### src/rtl/piso_serializer_if.sv
// Byte handshake and serial line bundle between the upstream source,
// the piso_serializer stage and the downstream decoder.
interface piso_serializer_if #(
  parameter int unsigned WIDTH = 8
);
  logic [WIDTH-1:0] dataIn;
  logic             dataValid;
  logic             dataReady;
  logic             serialOut;
  logic             frameStart;
  logic             lineValid;
  logic             busy;

  modport master (
    output dataIn, dataValid,
    input  dataReady, serialOut, frameStart, lineValid, busy
  );

  modport slave (
    input  dataIn, dataValid,
    output dataReady, serialOut, frameStart, lineValid, busy
  );
endinterface

### src/rtl/piso_serializer.sv
// Parallel-in/serial-out transmit stage: small byte FIFO feeding an LSB-first
// shifter that emits bytes in contiguous 8-cycle slots with a frameStart strobe.
module piso_serializer #(
  parameter int unsigned DEPTH = 4,
  parameter int unsigned WIDTH = 8
) (
  input logic               clock,
  input logic               reset,
  piso_serializer_if.slave  bus
);
  localparam int unsigned PTR_W = (DEPTH > 1) ? $clog2(DEPTH) : 1;
  localparam int unsigned CNT_W = $clog2(DEPTH + 1);

  typedef enum logic {IDLE, SHIFT} state_t;

  logic [WIDTH-1:0] mem [DEPTH];
  logic [PTR_W-1:0] wr_ptr;
  logic [PTR_W-1:0] rd_ptr;
  logic [CNT_W-1:0] count;
  logic             full;
  logic             not_empty;
  logic             push;
  logic             load;
  logic [WIDTH-1:0] head;

  state_t           state;
  logic [WIDTH-1:0] shreg;
  logic [2:0]       bitCnt;
  logic             serial_q;
  logic             frame_q;
  logic             line_q;

  assign full      = (count == CNT_W'(DEPTH));
  assign not_empty = (count != '0);
  assign push      = bus.dataValid && !full;
  assign head      = mem[rd_ptr];
  // Decision uses pre-edge occupancy, so a byte pushed this edge cannot be loaded yet.
  assign load      = not_empty && ((state == IDLE) || (bitCnt == 3'd7));

  assign bus.dataReady  = !full;
  assign bus.busy       = not_empty || (state == SHIFT);
  assign bus.serialOut  = serial_q;
  assign bus.frameStart = frame_q;
  assign bus.lineValid  = line_q;

  always_ff @(posedge clock) begin
    if (push) begin
      mem[wr_ptr] <= bus.dataIn;
    end
  end

  always_ff @(posedge clock) begin
    if (reset) begin
      wr_ptr <= '0;
      rd_ptr <= '0;
      count  <= '0;
    end else begin
      if (push) begin
        wr_ptr <= wr_ptr + 1'b1;
      end
      if (load) begin
        rd_ptr <= rd_ptr + 1'b1;
      end
      unique case ({push, load})
        2'b10:   count <= count + 1'b1;
        2'b01:   count <= count - 1'b1;
        default: count <= count;
      endcase
    end
  end

  always_ff @(posedge clock) begin
    if (reset) begin
      state    <= IDLE;
      shreg    <= '0;
      bitCnt   <= '0;
      serial_q <= 1'b0;
      frame_q  <= 1'b0;
      line_q   <= 1'b0;
    end else if (load) begin
      state    <= SHIFT;
      shreg    <= head;
      bitCnt   <= '0;
      serial_q <= head[0];
      frame_q  <= 1'b1;
      line_q   <= 1'b1;
    end else if ((state == SHIFT) && (bitCnt != 3'd7)) begin
      bitCnt   <= bitCnt + 3'd1;
      serial_q <= shreg[bitCnt + 3'd1];
      frame_q  <= 1'b0;
      line_q   <= 1'b1;
    end else begin
      // Drain after bit 7 with nothing queued, or plain idle.
      state    <= IDLE;
      serial_q <= 1'b0;
      frame_q  <= 1'b0;
      line_q   <= 1'b0;
    end
  end
endmodule
### src/flat_wrapper.sv
// flat-port wrapper written by rule: the top's interface ports become plain ports
module piso_serializer_flat 
#(
  parameter int unsigned DEPTH = 4,
  parameter int unsigned WIDTH = 8
)
  (clock, reset, bus_dataIn, bus_dataValid, bus_dataReady, bus_serialOut, bus_frameStart, bus_lineValid, bus_busy);
  piso_serializer_if #(.WIDTH(WIDTH)) bus_i ();
  input logic clock;
  input logic reset;
  input wire logic [$bits(bus_i.dataIn)-1:0] bus_dataIn;
  input wire logic [$bits(bus_i.dataValid)-1:0] bus_dataValid;
  output wire logic [$bits(bus_i.dataReady)-1:0] bus_dataReady;
  output wire logic [$bits(bus_i.serialOut)-1:0] bus_serialOut;
  output wire logic [$bits(bus_i.frameStart)-1:0] bus_frameStart;
  output wire logic [$bits(bus_i.lineValid)-1:0] bus_lineValid;
  output wire logic [$bits(bus_i.busy)-1:0] bus_busy;
  assign bus_i.dataIn = bus_dataIn;
  assign bus_i.dataValid = bus_dataValid;
  assign bus_dataReady = bus_i.dataReady;
  assign bus_serialOut = bus_i.serialOut;
  assign bus_frameStart = bus_i.frameStart;
  assign bus_lineValid = bus_i.lineValid;
  assign bus_busy = bus_i.busy;
  piso_serializer #(.DEPTH(DEPTH), .WIDTH(WIDTH)) u_core (.clock(clock), .reset(reset), .bus(bus_i));
endmodule
### config.mk
export PLATFORM = sky130hd
export DESIGN_NAME = piso_serializer_flat
export DESIGN_NICKNAME = d
export VERILOG_FILES = /design/src/rtl/piso_serializer_if.sv /design/src/rtl/piso_serializer.sv /design/src/flat_wrapper.sv
export SDC_FILE = /design/constraint.sdc
export NUM_CORES = 1
export LEC_CHECK = 0
export BUFFER_PORTS_ARGS = -buffer_cell sky130_fd_sc_hd__buf_2
export CAP_MARGIN = 15
export CELL_PAD_IN_SITES_DETAIL_PLACEMENT = 0
export CELL_PAD_IN_SITES_GLOBAL_PLACEMENT = 1
export CORE_AREA = 3 3 75 77
export DETAILED_ROUTE_END_ITERATION = 10
export DIE_AREA = 0 0 78 80
export PLACE_DENSITY = 0.83
export SYNTH_ARGS = -nofsm -noshare
export SYNTH_HDL_FRONTEND = slang
export SYNTH_SLANG_ARGS = --single-unit
### constraint.sdc
create_clock -name clock -period 3 [get_ports clock]
set_input_delay 0.45 -clock clock [delete_from_list [all_inputs] [get_ports clock]]
set_output_delay 0.45 -clock clock [all_outputs]
set_load 0.05 [all_outputs]
======== After elaboration in Yosys (flattened, before gate mapping) ========
Memories as Yosys holds them, arrays and structs flattened. A register that Yosys moved wholly into a read port is not among the register bits.
Cells that the tools add are included.
storage, ports and cells
  bits in registers ....................... 22
  RAM bits ................................ 32
  bits of input ports ..................... 11
  output and inout port bits .............. 5
  word-level logic and storage cells ...... 46
  memories kept ........................... 1
cells by class
  add/subtract/negate cells ............... 5
  order comparisons ....................... 1
  equality and inequality tests ........... 6
  muxes and demuxes ....................... 14
  bitwise logic cells ..................... 1
  reduce and logical (&&, ||, !) cells .... 9
memories
  memory      depth  bits a word  rd ports  clocked after memory_dff  wr ports  RTL line               text
  u_core.mem  4      8            1         1                         1         piso_serializer.sv:16  logic [WIDTH-1:0] mem [DEPTH];
operators by type and width
  cell                                                   number
  2-to-1 mux 1 bit                                       10
  adder 3 x 1 -> 3 bit, second input constant            2
  == test 3 bit, second input constant                   2
  one-hot mux 3 bit (2 select lines)                     1
  adder 2 x 1 -> 2 bit, second input constant            2
  < comparator 3 x 4 -> 1 bit, second input constant     1
  2-to-1 mux 2 bit                                       2
  binary-select mux 1 bit (select 3 bit)                 1
  logical AND 1 bit                                      3
  inequality test 3 bit, second input constant           1
  nonzero test 3 bit                                     1
  subtractor 3 x 1 -> 3 bit, second input constant       1
  == test 2 x 1 -> 1 bit, second input constant          1
  == test 2 bit, second input constant                   1
  logical OR 1 bit                                       2
  inequality test 2 x 1 -> 1 bit, second input constant  1
  nonzero test 2 bit                                     1
  OR reduction 2 bit                                     1
  logical NOT 1 bit                                      1
  inverter 1 bit                                         1

======== Logic depth before layout (Yosys ltp) ========
  word-level depth ........................ 5
  gate-level depth with buffers ........... 10
  depth with buffers taken out ............ 9

======== Least setup slack after synthesis ========
No wires, ideal clock.
  path kind ............................... reg2reg
  from .................................... register u_core.bitCnt[0]
  to ...................................... register u_core.count[2]
  setup time .............................. 0.071 ns
  arrival ................................. 2.589 ns
  required time ........................... 2.929 ns
  slack ................................... 0.340 ns
  cell stages (with the launch flop) ...... 11
  path buffers ............................ 1
  clock period less this slack ............ 2.660 ns
  cell sequence ........................... dfxtp_1 ha_1 ha_1 nor2b_2 clkbuf_1 nor2_1 ha_1 fa_1 xnor2_1 or3_2 a21oi_1
between the ends
  longest elaborated chain between the ends .. 5
  elaborated cells between the ends (all ways) .. 7
  those cells by class .................... 3 x eq/ne; 1 x mux; 3 x reduce/logical
RTL lines
  what                                                                      RTL line               text
  start: declaration                                                        piso_serializer.sv:28  logic [2:0] bitCnt;
  start signal: assignment                                                  piso_serializer.sv:88  bitCnt <= bitCnt + 3'd1;
  == test 3 bit (*)                                                         piso_serializer.sv:38  assign load = not_empty && ((state == IDLE) || (bitCnt == 3'd7));
  logical OR 1 bit (*)                                                      piso_serializer.sv:38
  logical AND 1 bit (*)                                                     piso_serializer.sv:38
  named net u_core.load                                                     piso_serializer.sv:23  logic load;
  == test 2 x 1 -> 1 bit or == test 2 bit (tied branches)                   piso_serializer.sv:64  unique case ({push, load})
  one-hot mux 3 bit (2 select lines) or nonzero test 2 bit (tied branches)  --
  end signal: assignment                                                    piso_serializer.sv:65  2'b10: count <= count + 1'b1;
  end signal: assignment                                                    piso_serializer.sv:66  2'b01: count <= count - 1'b1;
  end signal: assignment                                                    piso_serializer.sv:67  default: count <= count;
  end: declaration                                                          piso_serializer.sv:19  logic [CNT_W-1:0] count;
The timed path passes the listed nets; every way through them passes the cells marked *.
A chain may end at the register's enable or synchronous reset.

======== Worst setup path after layout ========
Same ends and word-level chain as after synthesis.

==> flow_metrics.env <==
export IMPL_die_h_um=80
export IMPL_cts_root_buf="clkbuf_8"
export IMPL_layout_drive_gt1_share_pct=21.35
export IMPL_reg2reg_to="u_core.count[2]"
export IMPL_groute_layer_met1_usage_pct=16.51
export IMPL_hold_viol=0
export IMPL_rows=26
export IMPL_maxCapViolCount=0
export IMPL_antenna_cells=0
export IMPL_fillers=459
export IMPL_worst_r2r_cell_count=9
export IMPL_grt_usage_pct=13.74
export IMPL_ctsHtreeMaxLevel=2
export IMPL_clock_fmax_ghz=0.4121
export IMPL_setup_ws_ns=0.5734
export IMPL_internal_power_mw=1.612
export IMPL_rsz0062_at_grt="no"
export IMPL_final_cell_mix="32 x edfxtp_1, 24 x dfxtp_1, 17 x a21oi_1, 15 x buf_2, 14 x nand3_1"
export IMPL_p_switching_uw=843.3
export IMPL_start_util_pct=44.70
export IMPL_peakVddDrop_mv=0.5296
export IMPL_totalNegativeSetupSlack_ns=0
export IMPL_yosysSeqAreaShare_pct=63.54
export IMPL_clock_power_share_pct=21.6
export IMPL_dr_pass1_iters=4
export IMPL_vias_per_cell=5.472
export IMPL_fin_cells=248
export IMPL_reg2reg_from="u_core.bitCnt[0]"
export IMPL_cts_hold_buf=0
export IMPL_gr_usage_met2_pct=22.09
export IMPL_crit_arrival_ns=2.67
export IMPL_wl_um=3854
export IMPL_wl_per_cell_um=15.54
export IMPL_relSlewSlack_pct=64.49
export IMPL_clockBufferDepth=2
export IMPL_ys_ff_latch=56
export IMPL_syn_inst=163
export IMPL_port_buffers=15
export IMPL_powerDensity_nw_per_um2=973.8
export IMPL_worstPathMaxFanout=6
export IMPL_gr_total_overflow=0
export IMPL_hold_ws_ns=0.3542
export IMPL_critPathLaunchType="register"
export IMPL_p_comb_share_pct=33.9
export IMPL_dpl_cell_count=240
export IMPL_cp_end_kind="register"
export IMPL_die_area_um2=6240
export IMPL_swShare_pct=34.35
export IMPL_whs_path_depth=1
export IMPL_finalCritPeriodShare_pct=80.89
export IMPL_postSynthNetCount=182
export IMPL_period_minus_slack_ns=2.427
export IMPL_slew_violations=0
export IMPL_syn_area_per_cell_um2=13.92
export IMPL_core_um2=5075
export IMPL_cts_tree="done"
export IMPL_final_common_cell="edfxtp_1"
export IMPL_io_pins=16
export IMPL_path_class="reg -> reg"
export IMPL_post_place_ws_ns=0.5780
export IMPL_fin_util_pct=49.68
export IMPL_clock_latency_ns=0.31
export IMPL_drc=0
export IMPL_multi_input_comb_area_um2=763.2
export IMPL_worst_slew_pin_slew_ns=0.5327
export IMPL_dr_total_vias=1357
export IMPL_gp_congestion=0.7054
export IMPL_hp_start="bus_dataIn[3]"
export IMPL_detail_route_antenna_nets=0
export IMPL_die_w_um=78
export IMPL_clk_pin_slew_ns=0.09
export IMPL_finalClockSkew_ns=0.007200
export IMPL_met3_usage_pct=4.515
export IMPL_hp_class="in -> reg"
export IMPL_top_usage_layer="met2"
export IMPL_regArea_um2=1441
export IMPL_postCtsResizedCells=0
export IMPL_syn_cell_area_um2=2268
export IMPL_grt_max_degree=25
export IMPL_yosysWarnings=0
export IMPL_required_ns=3.24
export IMPL_cts_setup_buffers=0
export IMPL_status="finished clean"
export IMPL_cts_buffers=5
export IMPL_hold_end="u_core.mem[0][3]"
export IMPL_reg2reg_slack_ns=0.57
export IMPL_ys_types=33
export IMPL_grt_pass1_vias=1340
export IMPL_drt_iter0_drc=86
export IMPL_area_growth_pct=11.14
export IMPL_final_nets=196
export IMPL_setup_violations=0
export IMPL_seq_power_share_pct=44.6
export IMPL_grt_pass1_wl_um=6458
export IMPL_cts_sinks=56
export IMPL_p_leak_nw=0.8922
export IMPL_antenna_found_initial=0
export IMPL_dp_hpwl_um=2610
## kinds of logic (layout without fill, tap and decap cells)
group / Yosys count / in the layout / synth area share [%]
xor+xnor: 2 / 2 / 0.7723
compound gates: 34 / 34 / 8.494
mux: 12 / 12 / 10.26
buf+inv: 13 / 28 / 2.813
flops: 56 / 56 / 63.54
fa+ha+maj: 8 / 8 / 4.743
simple gates: 38 / 38 / 9.377
## metal layers
layer	part of all wire (%)	vias up
li1	-	636
met1	43	668
met2	50	43
met3	5.1	10
met4	2.6	0
met5	0	-
## stage by stage
stage / power, mW / instance area, um2
floorplan: 1.768 / 2268
global placement: 1.904 / 2394
detailed placement: 1.948 / 2394
CTS: 2.478 / 2521
global route: 2.609 / 2521
finish: 2.455 / 2521
## power by group through the flow
stage	sequential [mW]	clock (mW)	combinational (mW)
2_1_floorplan	1.11	0	0.660
3_3_place_gp	1.10	0	0.804
3_5_place_dp	1.12	0	0.833
4_1_cts	1.10	0.542	0.838
5_1_grt	1.12	0.575	0.916
6_report	1.09	0.529	0.832
## cell usage after synthesis
cell,instances,area share (%)
buf_4,2,0.66
buf_6,1,0.50
or3_2,1,0.33
nor2b_1,2,0.55
nor3_2,1,0.44
or4_1,1,0.33
o31ai_1,1,0.33
nor3_1,1,0.22
fa_1,1,0.88
nand3_1,14,3.1
a21o_1,2,0.66
buf_1,1,0.17
xnor2_1,1,0.39
inv_1,3,0.50
dfxtp_1,24,21
nor2_1,4,0.66
a21oi_2,2,0.77
mux2i_1,3,1.3
and3_1,4,1.1
nand2b_1,4,1.1
o32ai_1,1,0.39
clkbuf_1,6,0.99
xor2_1,1,0.39
a21oi_1,17,3.8
mux4_2,9,8.9
nor2b_2,1,0.39
edfxtp_1,32,42
a22o_1,1,0.39
or3_1,1,0.28
o21ai_0,10,2.2
or3b_1,1,0.39
ha_1,7,3.9
nand2_1,3,0.50
## worst max-delay path: stages, from the launching register on
cell and delay, ns:
dfxtp_1 0.37, ha_1 0.22, ha_1 0.19, nor2b_2 0.13, nor2_1 0.06, ha_1 0.24
fa_1 0.45, xnor2_1 0.15, or3_2 0.41, a21oi_1 0.14
## area by class of cell
type                    instances  area share, %
inverters                       3         0.4466
flip-flops and latches         56          57.17
well taps                      70          3.474
multi-input cells              94          30.27
repair buffers                 17          3.573
clock inverters                 1          1.191
clock buffers                   7          3.871
## worst max path at each step
| stage | startpoint | endpoint | slack (ns) | cells after the start |
|---|---|---|---|---|
| floorplan | u_core.bitCnt[0] | u_core.count[2] | 0.34 | 10 |
| global placement | u_core.bitCnt[0] | u_core.count[2] | 0.65 | 9 |
| detailed placement | u_core.bitCnt[0] | u_core.count[2] | 0.58 | 9 |
| CTS | u_core.bitCnt[0] | u_core.count[2] | 0.56 | 9 |
| global route | u_core.bitCnt[0] | u_core.count[2] | 0.41 | 9 |
| finish | u_core.bitCnt[0] | u_core.count[2] | 0.57 | 9 |
## registers in the layout, indices dropped and copies added, names as in the netlist, named ones only
register	flops
u_core.bus.serialOut	1
u_core.bus.frameStart	1
u_core.wr_ptr	2
u_core.count	3
u_core.rd_ptr	2
u_core.shreg	8
u_core.state	1
u_core.bus.lineValid	1
u_core.mem	32
u_core.bitCnt	3
Note: power is estimated with default switching activity, not from simulation.
